--- src/rtl/imem_load_arbiter_pkg.sv ---
// Shared types and constants for the instruction-memory program loader.
package imem_load_arbiter_pkg;

    typedef enum logic [2:0] {
        ST_RUN,
        ST_HDR0,
        ST_HDR1,
        ST_DATA,
        ST_HOLD
    } ld_state_t;

    localparam int unsigned HDR_BYTES = 2;

endpackage

--- src/rtl/imem_load_arbiter_byte_packer.sv ---
// Assembles four loader bytes little-endian into a 32-bit word; word_valid
// pulses for one cycle after the fourth byte is accepted.
module byte_packer (
    input  logic        clk,
    input  logic        rst,
    input  logic        clear,
    input  logic        byte_valid,
    input  logic [7:0]  byte_data,
    output logic [31:0] word,
    output logic        word_valid
);

    logic [1:0]  idx;
    logic [23:0] acc;

    // The finished word lives in its own register so the next word can start
    // filling while the previous one is being written.
    always_ff @(posedge clk) begin
        if (rst || clear) begin
            idx        <= '0;
            acc        <= '0;
            word       <= '0;
            word_valid <= 1'b0;
        end else begin
            word_valid <= 1'b0;
            if (byte_valid) begin
                unique case (idx)
                    2'd0: acc[7:0]   <= byte_data;
                    2'd1: acc[15:8]  <= byte_data;
                    2'd2: acc[23:16] <= byte_data;
                    2'd3: begin
                        word       <= {byte_data, acc};
                        word_valid <= 1'b1;
                    end
                    default: ;
                endcase
                idx <= idx + 2'd1;
            end
        end
    end

endmodule

--- src/rtl/imem_load_arbiter.sv ---
// Arbitrates instruction memory between the CPU fetch port and a byte-stream
// program loader, holding the CPU in reset while a load is in progress.
module imem_load_arbiter
    import imem_load_arbiter_pkg::*;
#(
    parameter int unsigned ADDR_W      = 12,
    parameter int unsigned HOLD_CYCLES = 4
) (
    input  logic              clk,
    input  logic              rst,
    input  logic              load_req,
    input  logic              rx_valid,
    input  logic [7:0]        rx_data,
    output logic              rx_ready,
    input  logic [ADDR_W-1:0] cpu_addr,
    output logic [ADDR_W-1:0] imem_addr,
    output logic              imem_we,
    output logic [31:0]       imem_wdata,
    output logic              cpu_rst_n,
    output logic              busy,
    output logic              load_done,
    output logic [ADDR_W-1:0] words_loaded
);

    localparam int unsigned HC_W = (HOLD_CYCLES > 1) ? $clog2(HOLD_CYCLES) : 1;

    ld_state_t         state, state_next;
    logic [ADDR_W-1:0] count;
    logic [ADDR_W-1:0] ptr;
    logic [HC_W-1:0]   hold_cnt;
    logic [ADDR_W-1:0] hdr_count;
    logic              accept;
    logic              word_valid;
    logic              last_word;
    logic              hold_end;

    assign accept    = rx_valid && rx_ready;
    // HDR1 byte supplies the upper count bits; bits beyond ADDR_W fall off.
    assign hdr_count = ADDR_W'({rx_data, count[7:0]});
    assign last_word = word_valid && (ptr == count - 1'b1);
    assign hold_end  = (hold_cnt == HC_W'(HOLD_CYCLES - 1));

    byte_packer u_packer (
        .clk        (clk),
        .rst        (rst),
        .clear      (state != ST_DATA),
        .byte_valid (accept && (state == ST_DATA)),
        .byte_data  (rx_data),
        .word       (imem_wdata),
        .word_valid (word_valid)
    );

    always_comb begin
        state_next = state;
        rx_ready   = 1'b0;
        cpu_rst_n  = 1'b0;
        busy       = 1'b1;
        imem_addr  = ptr;
        imem_we    = 1'b0;
        unique case (state)
            ST_RUN: begin
                cpu_rst_n = 1'b1;
                busy      = 1'b0;
                imem_addr = cpu_addr;
                if (load_req) state_next = ST_HDR0;
            end
            ST_HDR0: begin
                rx_ready = 1'b1;
                if (accept) state_next = ST_HDR1;
            end
            ST_HDR1: begin
                rx_ready = 1'b1;
                if (accept) state_next = (hdr_count == '0) ? ST_HOLD : ST_DATA;
            end
            ST_DATA: begin
                rx_ready = 1'b1;
                imem_we  = word_valid;
                if (last_word) state_next = ST_HOLD;
            end
            ST_HOLD: begin
                if (hold_end) state_next = ST_RUN;
            end
            default: state_next = ST_RUN;
        endcase
    end

    always_ff @(posedge clk) begin
        if (rst) begin
            state        <= ST_RUN;
            count        <= '0;
            ptr          <= '0;
            hold_cnt     <= '0;
            words_loaded <= '0;
            load_done    <= 1'b0;
        end else begin
            state     <= state_next;
            load_done <= (state == ST_HOLD) && hold_end;
            unique case (state)
                ST_HDR0: if (accept) count <= ADDR_W'(rx_data);
                ST_HDR1: begin
                    if (accept) begin
                        count <= hdr_count;
                        ptr   <= '0;
                        if (hdr_count == '0) words_loaded <= '0;
                    end
                end
                ST_DATA: begin
                    if (word_valid) ptr <= ptr + 1'b1;
                    if (last_word) words_loaded <= count;
                end
                ST_HOLD: hold_cnt <= hold_end ? '0 : hold_cnt + 1'b1;
                default: ;
            endcase
        end
    end

endmodule

--- config.mk ---
export PLATFORM = sky130hd
export DESIGN_NAME = imem_load_arbiter
export DESIGN_NICKNAME = d
export VERILOG_FILES = /design/src/rtl/imem_load_arbiter_pkg.sv /design/src/rtl/imem_load_arbiter_byte_packer.sv /design/src/rtl/imem_load_arbiter.sv
export SDC_FILE = /design/constraint.sdc
export NUM_CORES = 1
export LEC_CHECK = 0
export CAP_MARGIN = 10
export CORE_ASPECT_RATIO = 1.25
export CORE_MARGIN = 8
export CORE_UTILIZATION = 54
export CTS_CLUSTER_SIZE = 40
export DETAILED_ROUTE_END_ITERATION = 16
export GPL_ROUTABILITY_DRIVEN = 0
export PLACE_DENSITY = 0.9
export SLEW_MARGIN = 20
export SYNTH_ARGS = -nofsm -noshare
export SYNTH_HDL_FRONTEND = slang
export SYNTH_HIERARCHICAL = 1
export SYNTH_SLANG_ARGS = --single-unit
--- constraint.sdc ---
create_clock -name clk -period 3.35 [get_ports clk]
set_clock_uncertainty 0.1 [all_clocks]
set_input_delay 0.335 -clock clk [delete_from_list [all_inputs] [get_ports clk]]
set_output_delay 0.335 -clock clk [all_outputs]
set_load 0.02 [all_outputs]
==> run summary, run 1 <==
## Status
- **status** complete, no violations

## Final layout
- **Syn-to-layout area delta** 21.6%
- **Post-layout nets** 663
- **post-layout utilization of the core** 66.8%
- **number of standard cells in the final layout excluding fillers** 762
- **antenna cell count** 0
- **fraction of layout instances using a drive strength above 1** 16.4%
- **fill cell count** 757
- **final std cell area, no fill** 0.00635 mm²

## Synth
- **sequential element share of the synthesized area** 38.7%
- **main combinational cell family by area after synthesis** compound AO/OA/AOI/OAI gates
- **share of synthesized flip-flops with an asynchronous set or reset** 0%
- **simple-gate share of the synthesized area** 19.2%
- **most common flop cell mapped by yosys** sky130_fd_sc_hd__dfxtp_1
- **mean instance size in the synthesized netlist** 8.90 µm²
- **Yosys reg bits** 101
- **synthesized netlist net count** 618
- **leading post-synthesis cells by instance count** sky130_fd_sc_hd__dfxtp_1, sky130_fd_sc_hd__nand3_1, sky130_fd_sc_hd__a21oi_1
- **largest cells by area after synthesis** sky130_fd_sc_hd__dfxtp_1, sky130_fd_sc_hd__a21bo_2, sky130_fd_sc_hd__nand3_1, sky130_fd_sc_hd__a21oi_1, sky130_fd_sc_hd__nor2_1
- **fraction of post-synthesis cell area in the top cell type by area** 38.7%
- **post-synthesis mux area share** 3.71%
- **compound-gate portion of the synthesized area** 26.3%
- **netlist area before placement** 0.00522 mm²
- **most frequent cell after synthesis** sky130_fd_sc_hd__dfxtp_1
- **number of synthesized flops with an enable pin** 0
- **Synth warnings** 6
- **xor and xnor area share after synthesis** 4.02%
- **synthesized instance count** 587
- **Synth cell types** 56
- **top cell type by total area after synthesis** sky130_fd_sc_hd__dfxtp_1
- **share of synthesized cell area in full adder, half adder and majority cells** 1.68%

## Clock tree
- **CTS clk-pin slew, worst paths** 0.07 ns
- **total setup buffers inserted after CTS** 0
- **latest clock arrival within the worst-skew pair** 0.34 ns
- **CTS tree** built
- **H-tree Lvls** 3
- **total clock sinks** 101
- **post-CTS sizing** 0
- **CTS Hold Bufs** 0
- **maximum clock path buffer count** 2
- **total clock buffers created by CTS** 9
- **root buffer selected by CTS** sky130_fd_sc_hd__clkbuf_16

## GRT
- **via count of the first global-routing pass** 4418
- **global-route wire length before repair** 21.5 mm
- **total overflow reported by the global router** 0
- **maximum number of pins on one net before global-route repair** 66
- **GRT Overall Usage** 19.4%
- **initial antenna violation count** 0

## Worst setup path
- **sort of element at the start of the critical path** flip-flop
- **Worst Path Arrival** 3.11 ns
- **type of the worst setup path** flip-flop to flip-flop
- **crit-path max FO** 13
- **element type at the critical path end** flip-flop
- **CP Data Required Time** 3.47 ns

## Timing
- **Tmin final** 2.99 ns
- **setup repair after global routing missed its margin** false
- **final setup vio count** 0
- **relative slew slack** 50.7%
- **Least-Margin Pin Slew** 0.737 ns
- **Worst Slack Setup Final** 0.357 ns
- **Setup Total Neg Slack** 0 ns
- **number of failing hold endpoints at the final stage** 0
- **number of pins exceeding their max-slew limit in the final report** 0
- **final critical-path share of the clock period** 89.3%
- **Max Clk Rate** 334 MHz

## Routing
- **total vias in the final route** 4700
- **average wire per standard cell** 17.4 µm
- **number of design rule violations left after detail routing** 0
- **number of iterations in the first detailed-routing pass** 7
- **vias per cell** 6.17
- **DR iter-0 viols** 268
- **wire length reported by the detailed router** 13.3 mm
- **antenna-violating nets left** 0

## Placement
- **detailed placement HPWL** 8.99 mm
- **placed cell count** 747
- **placed instance area** 0.00604 mm²
- **IO buf count** 84
- **dpl ws** 0.439 ns

## Die
- **FP Rows** 40
- **io pins** 85
- **area inside the core boundary** 0.00951 mm²
- **Die Wd** 104 µm
- **Die Outline Area** 0.0131 mm²
- **effective utilization at floorplan** 54.9%
- **vertical die dimension** 126 µm

## Power
- **total power divided by cell area** 470 mW/mm²
- **Leak** 2.23 nW
- **peak supply drop** 289 µV

## Job
- **number of max-capacitance violations reported** 0

## Worst hold path
- **class of the tightest hold or removal check** flip-flop to flip-flop

==> cells in the final DEF (no fill, tap or decap), drive strengths merged, types with 11 or more instances in the layout <==
master         synthesis  layout
nor2                  45      45
clkdlybuf4s50          0      84
a41oi                 12      12
dfxtp                101     101
nand4                 19      19
and3                  16      16
mux2                  11      11
o2111ai               13      13
clkbuf                30      12
xor2                  11      11
a21oi                 68      68
nand3                 72      72
xnor2                 13      13
a21bo                 56      56
==> worst max-delay path, stage by stage (launching register included) <==
cell and delay, ns:
sky130_fd_sc_hd__dfxtp_1 0.35, sky130_fd_sc_hd__inv_1 0.09, sky130_fd_sc_hd__ha_1 0.24, sky130_fd_sc_hd__or3b_1 0.40, sky130_fd_sc_hd__or3_1 0.35, sky130_fd_sc_hd__a211oi_1 0.29, sky130_fd_sc_hd__nand4_1 0.52, sky130_fd_sc_hd__o2111ai_1 0.42
sky130_fd_sc_hd__nand3_1 0.11
==> report_power, final <==
part | internal, W | switching, W | total, W
combinational | 0.000274 | 0.000388 | 0.000662
sequential | 0.00122 | 0.0000364 | 0.00126
clock | 0.000616 | 0.000450 | 0.00107
total | 0.00211 | 0.000874 | 0.00298
==> registers in the layout, indices dropped and copies added (netlist names) <==
signal               count
state                    3
u_packer/word           32
u_packer/acc            24
u_packer/word_valid      1
u_packer/idx             2
load_done                1
words_loaded            12
hold_cnt                 2
ptr                     12
count                   12
==> cell type report <==
type                       count  area (µm²)  area share [%]
sequential                   101        2020            31.8
multi-input combinational    417        2900            45.6
inverter                       9        33.8           0.532
clock inverter                 3        45.0           0.709
timing repair buffer          94         941            14.8
clock buffer                  12         256            4.04
tap                          126         158            2.48
==> routing by layer <==
metal	vias to the layer above	GRT usage, %	part of all wire [%]
met5	-	0	0
met1	2233	23.3	42
li1	2225	-	-
met2	208	32.4	49
met3	34	4.29	6.6
met4	0	8.54	2.5
==> cell families (layout without fill, tap and decap cells) <==
| logic type | count (synthesis) | after routing |
|---|---|---|
| AOI/OAI and AO/OA | 175 | 175 |
| xor gates and xnor gates | 24 | 24 |
| adders and majority gates | 7 | 7 |
| buffers and inverters | 69 | 118 |
| DFF | 101 | 101 |
| muxes | 18 | 18 |
| and+or+nand+nor | 193 | 193 |
==> final timing paths <==
| check | from | to | slack (ns) | cells after the start |
|---|---|---|---|---|
| min reg2reg | u_packer/acc[19] | u_packer/word[19] | 0.37 | 2 |
| max | count[0] | words_loaded[3] | 0.36 | 8 |
| min | u_packer/acc[19] | u_packer/word[19] | 0.37 | 2 |
| max reg2reg | count[0] | words_loaded[3] | 0.36 | 8 |
==> stage by stage <==
| stage | hold WS (ns) | power (W) |
|---|---|---|
| 4_1_cts | 0.365 | 0.00298 |
| 5_1_grt | 0.397 | 0.00308 |
| 6_report | 0.366 | 0.00298 |
| 3_3_place_gp | 0.346 | 0.00191 |
| 3_5_place_dp | 0.356 | 0.00193 |
| 2_1_floorplan | 0.336 | 0.00171 |
Note: power is estimated with default switching activity, not from simulation.
==> run 2, diff against run 1 <==
--- a/config.mk
+++ b/config.mk
@@ -12,6 +12,7 @@
 export CTS_CLUSTER_SIZE = 40
 export DETAILED_ROUTE_END_ITERATION = 16
 export GPL_ROUTABILITY_DRIVEN = 0
+export MAX_ROUTING_LAYER = met4
 export PLACE_DENSITY = 0.9
 export SLEW_MARGIN = 20
 export SYNTH_ARGS = -nofsm -noshare
==> run summary, run 2 (synthesis gave the netlist of run 1 again) <==
## Status
- **status** complete, no violations

## Timing
- **number of pins exceeding their max-slew limit in the final report** 0
- **hold_ws** 0.365 ns
- **Max Clk Rate** 333 MHz
- **setup repair after global routing missed its margin** false
- **relative slew slack** 50.9%
- **number of failing hold endpoints at the final stage** 0
- **Tmin final** 3.00 ns
- **Least-Margin Pin Slew** 0.734 ns
- **Setup Total Neg Slack** 0 ns
- **final critical-path share of the clock period** 89.6%
- **final setup vio count** 0

## Routing
- **vias per cell** 6.10
- **wire length reported by the detailed router** 13.2 mm
- **average wire per standard cell** 17.3 µm
- **number of iterations in the first detailed-routing pass** 6
- **antenna-violating nets left** 0
- **number of design rule violations left after detail routing** 0
- **total vias in the final route** 4649
- **DR iter-0 viols** 258

## Die
- **Die Outline Area** 0.0131 mm²
- **effective utilization at floorplan** 54.9%
- **vertical die dimension** 126 µm
- **FP Rows** 40
- **Die Wd** 104 µm
- **area inside the core boundary** 0.00951 mm²
- **io pins** 85

## GRT
- **global-route wire length before repair** 21.5 mm
- **via count of the first global-routing pass** 4427
- **GRT Overall Usage** 19.9%
- **maximum number of pins on one net before global-route repair** 66
- **initial antenna violation count** 0
- **total overflow reported by the global router** 0

## Power
- **total power divided by cell area** 469 mW/mm²
- **Comb pwr share** 22.2%
- **sum of internal, switching and leakage power** 0.00298 W
- **net switching power** 0.000868 W
- **peak supply drop** 288 µV
- **Leak** 2.23 nW
- **sequential cell fraction of total power** 42.1%
- **internal power summed over all cells** 0.00211 W
- **fraction of power spent switching nets** 29.2%
- **portion of total power attributed to the clock network** 35.6%

## Clock tree
- **root buffer selected by CTS** sky130_fd_sc_hd__clkbuf_16
- **total clock buffers created by CTS** 9
- **CTS clk-pin slew, worst paths** 0.07 ns
- **CTS Hold Bufs** 0
- **total clock sinks** 101
- **total setup buffers inserted after CTS** 0
- **H-tree Lvls** 3
- **post-CTS sizing** 0
- **latest clock arrival within the worst-skew pair** 0.34 ns
- **CTS tree** built
- **maximum clock path buffer count** 2

## Final layout
- **Post-layout nets** 663
- **leading cell type in the layout, fill and taps excluded** sky130_fd_sc_hd__dfxtp_1
- **fraction of layout instances using a drive strength above 1** 16.4%
- **post-layout utilization of the core** 66.8%
- **antenna cell count** 0
- **number of standard cells in the final layout excluding fillers** 762
- **max reg flops** 32
- **leading registers by flop count** u_packer/word (32), u_packer/acc (24)
- **Syn-to-layout area delta** 21.6%
- **highest-count cells in the layout ignoring fill and taps** sky130_fd_sc_hd__dfxtp_1, sky130_fd_sc_hd__clkdlybuf4s50_1, sky130_fd_sc_hd__nand3_1
- **fill cell count** 757
- **Most flops, register** u_packer/word

## Placement
- **placed cell count** 747
- **IO buf count** 84
- **detailed placement HPWL** 8.99 mm

## Worst setup path
- **Worst Path Arrival** 3.12 ns
- **maximum cell stage delay along the critical path** 0.51 ns
- **start point of the critical path** count[0]
- **type of the worst setup path** flip-flop to flip-flop
- **crit-path max FO** 13
- **sort of element at the start of the critical path** flip-flop
- **CP cell instances** inv_1 > ha_1 > or3b_1 > or3_1 > a211oi_1 > nand4_1 > o2111ai_1 > nand3_1
- **CP Data Required Time** 3.46 ns
- **crit path max-delay cell type** sky130_fd_sc_hd__nand4_1
- **element type at the critical path end** flip-flop
- **R2R setup slack** 0.35 ns
- **FF-to-FF Start** count[0]

## Job
- **number of max-capacitance violations reported** 0

## Worst hold path
- **Hold Crit Start** u_packer/acc[19]
- **class of the tightest hold or removal check** flip-flop to flip-flop

[run 2: critical path, delay by kind of cell, from the launching register on]
kind | cells | cell delay, ns
AND/OR/NAND/NOR | 4 | 1.38
AO/OA/AOI/OAI | 2 | 0.72
flip-flops | 1 | 0.35
adder cells (fa/ha/maj) | 1 | 0.24
buffers and inverters | 1 | 0.09
[run 2: area by class of cell]
type	instances	area (µm²)	share of cell area, %
clock inverter	3	45.0	0.709
inverter	9	33.8	0.532
sequential	101	2020	31.8
timing repair buffer	94	941	14.8
multi-input combinational	417	2900	45.6
clock buffer	12	256	4.04
tap	126	158	2.48
[run 2: path summary, 6_finish.rpt]
path                                           to  depth (start not counted)
worst max register to register    words_loaded[3]                          8
worst min register to register  u_packer/word[19]                          2
worst max-delay path              words_loaded[3]                          8
worst min-delay path            u_packer/word[19]                          2
[run 2: routing by layer]
layer	track usage (%)	vias to the layer above	share of wire [%]
met5	-	-	0
met4	8.54	0	2.9
met3	3.72	40	6.6
met2	32.5	206	48
met1	23.5	2173	43
li1	-	2230	-
[run 2: power groups by stage]
stage          clock network, W  logic (W)  registers, W
3_3_place_gp                  0   0.000636       0.00128
3_5_place_dp                  0   0.000650       0.00128
4_1_cts                 0.00107   0.000656       0.00125
5_1_grt                 0.00111   0.000704       0.00126
2_1_floorplan                 0   0.000442       0.00127
6_report                0.00106   0.000662       0.00125
[run 2: per-stage QoR]
step           area, µm²  worst slack [ns]
2_1_floorplan       5220             0.866
3_3_place_gp        6040             0.566
3_5_place_dp        6040             0.439
4_1_cts             6340             0.440
5_1_grt             6350             0.136
6_report            6350             0.347
